[config.mk]
export PLATFORM = sky130hd
export DESIGN_NAME = pipe_stage_skid
export DESIGN_NICKNAME = d
export VERILOG_FILES = /design/src/rtl/pipe_pkg.sv /design/src/rtl/pipe_skid_entry.sv /design/src/rtl/pipe_stage_skid.sv
export SDC_FILE = /design/constraint.sdc
export NUM_CORES = 1
export LEC_CHECK = 0
export ABC_AREA = 0
export BUFFER_PORTS_ARGS = -buffer_cell sky130_fd_sc_hd__clkbuf_2
export CORE_MARGIN = 3
export CORE_UTILIZATION = 48
export DETAILED_ROUTE_END_ITERATION = 8
export PLACE_DENSITY = 0.76
export SYNTH_ARGS = -nofsm -noshare
export SYNTH_HDL_FRONTEND = slang
export SYNTH_SLANG_ARGS = --single-unit
[constraint.sdc]
create_clock -name clk -period 3.97 [get_ports clk]
set_input_delay 0.794 -clock clk [delete_from_list [all_inputs] [get_ports clk]]
set_output_delay 0.794 -clock clk [all_outputs]
set_load 0.01 [all_outputs]
[src/rtl/pipe_pkg.sv]
// Shared definitions for the generic pipeline stage: default widths,
// the control-vector layout and the bubble (NOP) encoding.
package pipe_pkg;

    localparam int DATA_W_DEF = 32;
    localparam int CNT_W_DEF  = 16;

    // Control signals carried alongside the payload between stages
    typedef struct packed {
        logic       reg_dst;
        logic       alu_src;
        logic [1:0] alu_op;
        logic       branch;
        logic       mem_read;
        logic       mem_write;
        logic       reg_write;
        logic       mem_to_reg;
        logic       jump;
    } ctrl_t;

    localparam int CTRL_W_DEF = $bits(ctrl_t);

    // A bubble carries no control activity at all
    localparam ctrl_t CTRL_NOP = '0;

endpackage

[src/rtl/pipe_skid_entry.sv]
// One storage slot of the stage: a valid bit plus payload and control.
// load has priority over clear so a slot can be refilled while it drains.
// Payload registers are left unreset; the valid bit qualifies them.
module pipe_skid_entry
    import pipe_pkg::*;
#(
    parameter int DATA_W = DATA_W_DEF,
    parameter int CTRL_W = CTRL_W_DEF
) (
    input  logic              clk,
    input  logic              reset,
    input  logic              load,
    input  logic              clear,
    input  logic [DATA_W-1:0] d_data,
    input  logic [CTRL_W-1:0] d_ctrl,
    output logic              q_valid,
    output logic [DATA_W-1:0] q_data,
    output logic [CTRL_W-1:0] q_ctrl
);

    logic              valid_reg;
    logic [DATA_W-1:0] data_reg;
    logic [CTRL_W-1:0] ctrl_reg;

    // Valid bit: set on load, dropped on clear, zero out of reset
    always_ff @(posedge clk) begin
        if (reset)
            valid_reg <= 1'b0;
        else if (load)
            valid_reg <= 1'b1;
        else if (clear)
            valid_reg <= 1'b0;
    end

    // Payload capture; contents only matter while valid_reg is set
    always_ff @(posedge clk) begin
        if (load) begin
            data_reg <= d_data;
            ctrl_reg <= d_ctrl;
        end
    end

    assign q_valid = valid_reg;
    assign q_data  = data_reg;
    assign q_ctrl  = ctrl_reg;

endmodule

[src/rtl/pipe_stage_skid.sv]
// Generic inter-stage pipeline register with valid/ready handshake.
// A main entry (M) drives the outputs; a skid entry (S) absorbs the one
// word that may arrive in the cycle a stall begins, so in_ready can be a
// plain register (= not S valid) without losing throughput.
// Optional build macro: PIPE_STAGE_PERF_EN adds saturating stall/flush
// counters and their output ports.
module pipe_stage_skid
    import pipe_pkg::*;
#(
    parameter int DATA_W = DATA_W_DEF,
    parameter int CTRL_W = CTRL_W_DEF
`ifdef PIPE_STAGE_PERF_EN
    ,
    parameter int CNT_W  = CNT_W_DEF
`endif
) (
    input  logic              clk,
    input  logic              reset,
    input  logic              in_valid,
    output logic              in_ready,
    input  logic [DATA_W-1:0] in_data,
    input  logic [CTRL_W-1:0] in_ctrl,
    input  logic              flush,
    output logic              out_valid,
    input  logic              out_ready,
    output logic [DATA_W-1:0] out_data,
    output logic [CTRL_W-1:0] out_ctrl
`ifdef PIPE_STAGE_PERF_EN
    ,
    output logic [CNT_W-1:0]  stall_cnt,
    output logic [CNT_W-1:0]  flush_cnt
`endif
);

    logic              m_valid, s_valid;
    logic [DATA_W-1:0] m_data, s_data, m_d_data;
    logic [CTRL_W-1:0] m_ctrl, s_ctrl, m_d_ctrl;
    logic              m_load, m_clear, m_from_skid;
    logic              s_load, s_clear;
    logic              s_valid_next;
    logic              in_ready_reg;
    logic              accept, m_free;

    assign accept = in_valid & in_ready_reg;
    assign m_free = ~m_valid | out_ready;

    // Slot steering: flush empties both, otherwise M refills from S first
    // (S always holds the older word), then from the input; a stalled M
    // sends an accepted word into S.
    always_comb begin
        m_load      = 1'b0;
        m_clear     = 1'b0;
        m_from_skid = 1'b0;
        s_load      = 1'b0;
        s_clear     = 1'b0;
        if (flush) begin
            m_clear = 1'b1;
            s_clear = 1'b1;
        end else if (m_free) begin
            if (s_valid) begin
                m_load      = 1'b1;
                m_from_skid = 1'b1;
                s_clear     = 1'b1;
                s_load      = accept;
            end else if (accept) begin
                m_load = 1'b1;
            end else begin
                m_clear = 1'b1;
            end
        end else if (accept) begin
            s_load = 1'b1;
        end
    end

    assign m_d_data     = m_from_skid ? s_data : in_data;
    assign m_d_ctrl     = m_from_skid ? s_ctrl : in_ctrl;
    assign s_valid_next = s_load ? 1'b1 : (s_clear ? 1'b0 : s_valid);

    pipe_skid_entry #(.DATA_W(DATA_W), .CTRL_W(CTRL_W)) u_main (
        .clk     (clk),
        .reset   (reset),
        .load    (m_load),
        .clear   (m_clear),
        .d_data  (m_d_data),
        .d_ctrl  (m_d_ctrl),
        .q_valid (m_valid),
        .q_data  (m_data),
        .q_ctrl  (m_ctrl)
    );

    pipe_skid_entry #(.DATA_W(DATA_W), .CTRL_W(CTRL_W)) u_skid (
        .clk     (clk),
        .reset   (reset),
        .load    (s_load),
        .clear   (s_clear),
        .d_data  (in_data),
        .d_ctrl  (in_ctrl),
        .q_valid (s_valid),
        .q_data  (s_data),
        .q_ctrl  (s_ctrl)
    );

    // Upstream ready is registered: open whenever S will be empty next cycle
    always_ff @(posedge clk) begin
        if (reset)
            in_ready_reg <= 1'b0;
        else
            in_ready_reg <= ~s_valid_next;
    end

    assign in_ready  = in_ready_reg;
    assign out_valid = m_valid;
    assign out_data  = m_valid ? m_data : '0;
    assign out_ctrl  = m_valid ? m_ctrl : CTRL_W'(CTRL_NOP);

`ifdef PIPE_STAGE_PERF_EN
    logic [CNT_W-1:0] stall_cnt_reg;
    logic [CNT_W-1:0] flush_cnt_reg;
    logic             flush_kill;

    assign flush_kill = flush & (m_valid | s_valid | accept);

    // Saturating count of cycles where a valid word waits on downstream
    always_ff @(posedge clk) begin
        if (reset)
            stall_cnt_reg <= '0;
        else if (m_valid && !out_ready && stall_cnt_reg != '1)
            stall_cnt_reg <= stall_cnt_reg + 1'b1;
    end

    // Saturating count of flushes that actually discarded a word
    always_ff @(posedge clk) begin
        if (reset)
            flush_cnt_reg <= '0;
        else if (flush_kill && flush_cnt_reg != '1)
            flush_cnt_reg <= flush_cnt_reg + 1'b1;
    end

    assign stall_cnt = stall_cnt_reg;
    assign flush_cnt = flush_cnt_reg;
`endif

endmodule
==> Yosys cells after proc, flatten, opt, wreduce, memory -nomap -nowiden <==
Cells that the tools add are included.
W data, S select, Z words.
{ "word_totals": {"ff_bits": 87, "in_bits": 47, "out_inout_bits": 44, "word_cells": 35} }
{ "op_classes": {"bitwise_logic": 4, "n_reduce_logical": 1, "mux": 23} }
{ "op_table": {"columns": ["cell", "count"], "rows": [
  ["$mux W32", 2],
  ["$mux W10", 2],
  ["$mux W1", 19],
  ["$not A1 Y1", 2],
  ["$reduce_bool A2 Y1", 1],
  ["$and A1 B1 Y1", 1],
  ["$or A1 B1 Y1", 1]
]} }

==> Depth between registers and ports, before layout <==
{ "depth": {"ltp_word": 7, "depth_mapped": 4, "mapped_depth_nobuf": 3} }

==> By module <==
A second synthesis with hierarchy kept.
{ "hier_totals": {"hier_cells": 200, "hier_area_um2": 3657.3} }
{ "by_module_without_submodules": {"columns": ["mod", "area_per_inst_um2", "instances", "cells_per_inst", "seq_area_each_um2"], "rows": [
  ["pipe_skid_entry", 1300.0, 2, 46, 1281.2],
  ["pipe_stage_skid", 1057.3, 1, 108, 20.0]
]} }

==> Worst setup path before layout <==
Ideal clock, no wire load.
{ "synth_timing": {"kind": "in2reg", "start": "in in_valid", "end": "reg u_main.ctrl_reg[0], in the netlist u_main.q_ctrl[0] (enable)", "t_arrival_ns": 3.831, "slack_ns": -0.355, "n_path_buf": 0, "stages": 2, "required_time_ns": 3.476, "setup_time_ns": 0.494, "cell_sequence": "a21oi_1 nor3_1"} }
{ "synth_between": {"elab_chain_cells": 5} }
{ "synth_rtl": {"columns": ["element", "line", "rtl"], "rows": [
  ["from (decl)", "pipe_stage_skid.sv:19", "input logic in_valid,"],
  ["$and A1 B1 Y1", "pipe_stage_skid.sv:44", "assign accept = in_valid & in_ready_reg;"],
  ["$mux W1", "pipe_stage_skid.sv:65", "end else if (accept) begin"],
  ["$mux W1", "pipe_stage_skid.sv:60", "if (s_valid) begin"],
  ["$mux W1", "pipe_stage_skid.sv:59", "end else if (m_free) begin"],
  ["$mux W1", "pipe_stage_skid.sv:56", "if (flush) begin"],
  ["net m_load", "pipe_stage_skid.sv:38", "logic m_load, m_clear, m_from_skid;"],
  ["to (signal assigned)", "pipe_skid_entry.sv:39", "ctrl_reg <= d_ctrl;"],
  ["to (decl)", "pipe_skid_entry.sv:23", "logic [CTRL_W-1:0] ctrl_reg;"]
]} }
The timed path passes the listed nets, and every way through them passes these cells.
A chain may end at the register's enable or synchronous reset.

==> Worst setup path after layout <==
{ "layout_timing": {"start": "reg u_main.valid_reg, in the netlist u_main.q_valid", "end": "out out_ctrl[7]"} }
{ "layout_between": {"elab_chain_cells": 1} }
{ "layout_rtl": {"columns": ["element", "line", "rtl"], "rows": [
  ["from (decl)", "pipe_skid_entry.sv:21", "logic valid_reg;"],
  ["from (signal assigned)", "pipe_skid_entry.sv:28", "valid_reg <= 1'b0;"],
  ["from (signal assigned)", "pipe_skid_entry.sv:30", "valid_reg <= 1'b1;"],
  ["from (signal assigned)", "pipe_skid_entry.sv:32", "valid_reg <= 1'b0;"],
  ["$mux W10", "pipe_stage_skid.sv:114", "assign out_ctrl = m_valid ? m_ctrl : CTRL_W'(CTRL_NOP);"],
  ["to (decl)", "pipe_stage_skid.sv:27", "output logic [CTRL_W-1:0] out_ctrl"]
]} }
No other way between the ends.

==> out/summary.txt <==
Setup-failing EPs final: 0
Netlist cell types: 19
Slew HR: 31.5%
Synth warnings: 0
commonest non-fill, non-tap cell in the layout: clkbuf_2
drc violations: 0
Yosys reg bits: 87
P&R area growth vs syn: 22.0%
share of cells above drive strength 1: 52.2%
Post-Layout Cell Count: 390
Final min period: 2.46 ns
H-Tree Depth: 3
insertion delay to the later sink of the worst-skew pair: 0.34 ns
Adder-Cell Fraction of Synth Area: 0%
DRT Pass-1 Iters: 4
drt first-iter violations: 72
min-delay src: u_skid.q_data[21]
run status: finished, final reports clean
CP max-delay cell: dfxtp_1
Worst Setup End Kind: output port
pin count of the biggest net entering global routing: 43
path depth of the worst reg2reg path: 2
DP HPWL: 3780 um
# clock sinks: 87
CTS clk-pin slew, worst paths: 0.08 ns
crit path cell chain: buf_4, and2_1, clkbuf_2
Crit path largest cell delay: 0.67 ns
Area after DPL: 4160 sq um
Hold Slack: 0.552 ns
chip height: 92.9 um
ant diodes: 0
Avg Cell Area, Syn: 19.0 sq um
Rows: 31
worst hold stages: 1
Setup TNS: 0 ns
cts hold-fix bufs: 0
Post-CTS Setup Inserts: 0
CP max FO: 26
first-pass GRT wire length: 9200 um
pwr dens: 429 nW/um^2
final hold vios: 0
crit path DAT: 1.67 ns
Leakage: 1.86 nW
Worst Setup Path Type: reg -> out
clock buffer depth: 2
most frequent cells in the layout: clkbuf_2 (90), edfxtp_1 (84), and2_1 (42)
core area: 7290 sq um
Worst R2R Start: u_main.q_valid
mux cell area share after synthesis: 17.2%
Final Worst Setup Slack: 1.51 ns
Max IR drop VDD: 235 uV
initial antenna violation count: 0
GR Util All Layers: 13.9%
HP Class: reg -> reg
routability congestion estimate: 0.675
total CTS buffers: 9
IO Port Bufs: 90
CTS root buf: clkbuf_8
fin crit share: 62.0%
xor/xnor cell area share of the yosys netlist: 0%
Placed Cells: 374
GRT overflow: 0
Req. time, crit path: 3.18 ns
multi-input gate area in the final layout: 981 sq um
Reg-to-Reg End: u_skid.q_data[1]
Total Wirelength: 5750 um
Final Max Slew Viols: 0
nets: 333
fmax: 406 MHz
Final Total Pwr: 1.90 mW
Compound-Gate Fraction of Synth Area: 1.07%
post-CTS resize count: 0
die area: 8620 sq um
average routed wire per standard cell: 14.8 um
Startpoint Class: register
R2R Setup Slk: 1.60 ns
Synth Area in Simple Gates: 8.46%
TritonCTS clock tree: yes
cell area after layout: 4420 sq um
Worst Setup SP: u_main.q_valid
Final Util: 60.6%
via count: 1,890
dpl ws: 1.43 ns
initial core utilization: 49.7%
Mapped Nets: 238
Die Wd: 92.9 um
largest family of logic cells by synthesized area: multiplexers
worst slew pin tran: 1.03 ns
Max Cap Viol: 0
Routed Antenna Nets: 0
Cell Area, Synth: 3620 sq um
sequential area share after synthesis: 71.3%
fillers: 576
post-synthesis instance total: 191
Via-to-Cell Ratio: 4.85
clk_skew: 0.0104 ns
hold path endpoint: u_main.q_data[21]
register area: 2580 sq um
io pins: 91
vias in the first global route: 1,917
RSZ-0062 raised after global routing: no
==> routing by layer <==
| metal | track usage (%) | share of wire [%] |
|---|---|---|
| met2 | 21.2 | 47 |
| met3 | 3.41 | 7.0 |
| met1 | 19.4 | 45 |
| met5 | 0 | 0 |
| met4 | 5.13 | 1.2 |
==> synth_stat cells <==
cell type,n,area [sq um]
dfxtp_1,3,60.1
a211oi_1,1,7.51
buf_6,3,33.8
a21oi_1,1,5.00
o31a_1,1,8.76
nand2b_2,1,8.76
and2_1,42,263
nor4_1,1,6.26
mux2_4,40,601
nor2b_1,1,6.26
o2111a_1,1,11.3
mux2_2,2,22.5
inv_1,2,7.51
edfxtp_1,84,2520
buf_8,1,15.0
clkbuf_1,4,15.0
nor3_1,1,5.00
a31oi_1,1,6.26
nand3_4,1,17.5
==> how the worst max path moves through the flow <==
stage | to | slack, ns | cells past startpoint
after detailed placement | u_main.q_data[5] | 1.43 | 4
after floorplan | u_main.q_ctrl[0] | 0.95 | 2
after global placement | u_main.q_data[4] | 1.48 | 4
after CTS | out_ctrl[7] | 1.45 | 3
final | out_ctrl[7] | 1.51 | 3
after global routing | out_ctrl[8] | 1.32 | 3
==> worst max-delay path, delay by kind of cell (launching register included) <==
| kind | cells | cell delay, ns |
|---|---|---|
| simple gates | 1 | 0.18 |
| buf+inv | 2 | 0.48 |
| flops | 1 | 0.67 |
==> cell type report <==
type / count / share of cell area [%]
tap: 99 / 2.80
inverter: 2 / 0.170
multi-input combinational: 94 / 22.2
timing repair buffer: 92 / 10.5
sequential: 87 / 58.4
clock buffer: 9 / 2.80
clock inverter: 7 / 3.06
==> power breakdown <==
group	total [mW]	switching [mW]	internal (mW)
registers	1.03	0.00450	1.02
logic	0.0951	0.0405	0.0546
clock network	0.775	0.297	0.478
==> cell families after synthesis <==
kind of cell | after synthesis
mux | 42
compound gates | 5
buf+inv | 10
flops | 87
simple gates | 47
Power figures use the tool's default switching activity.
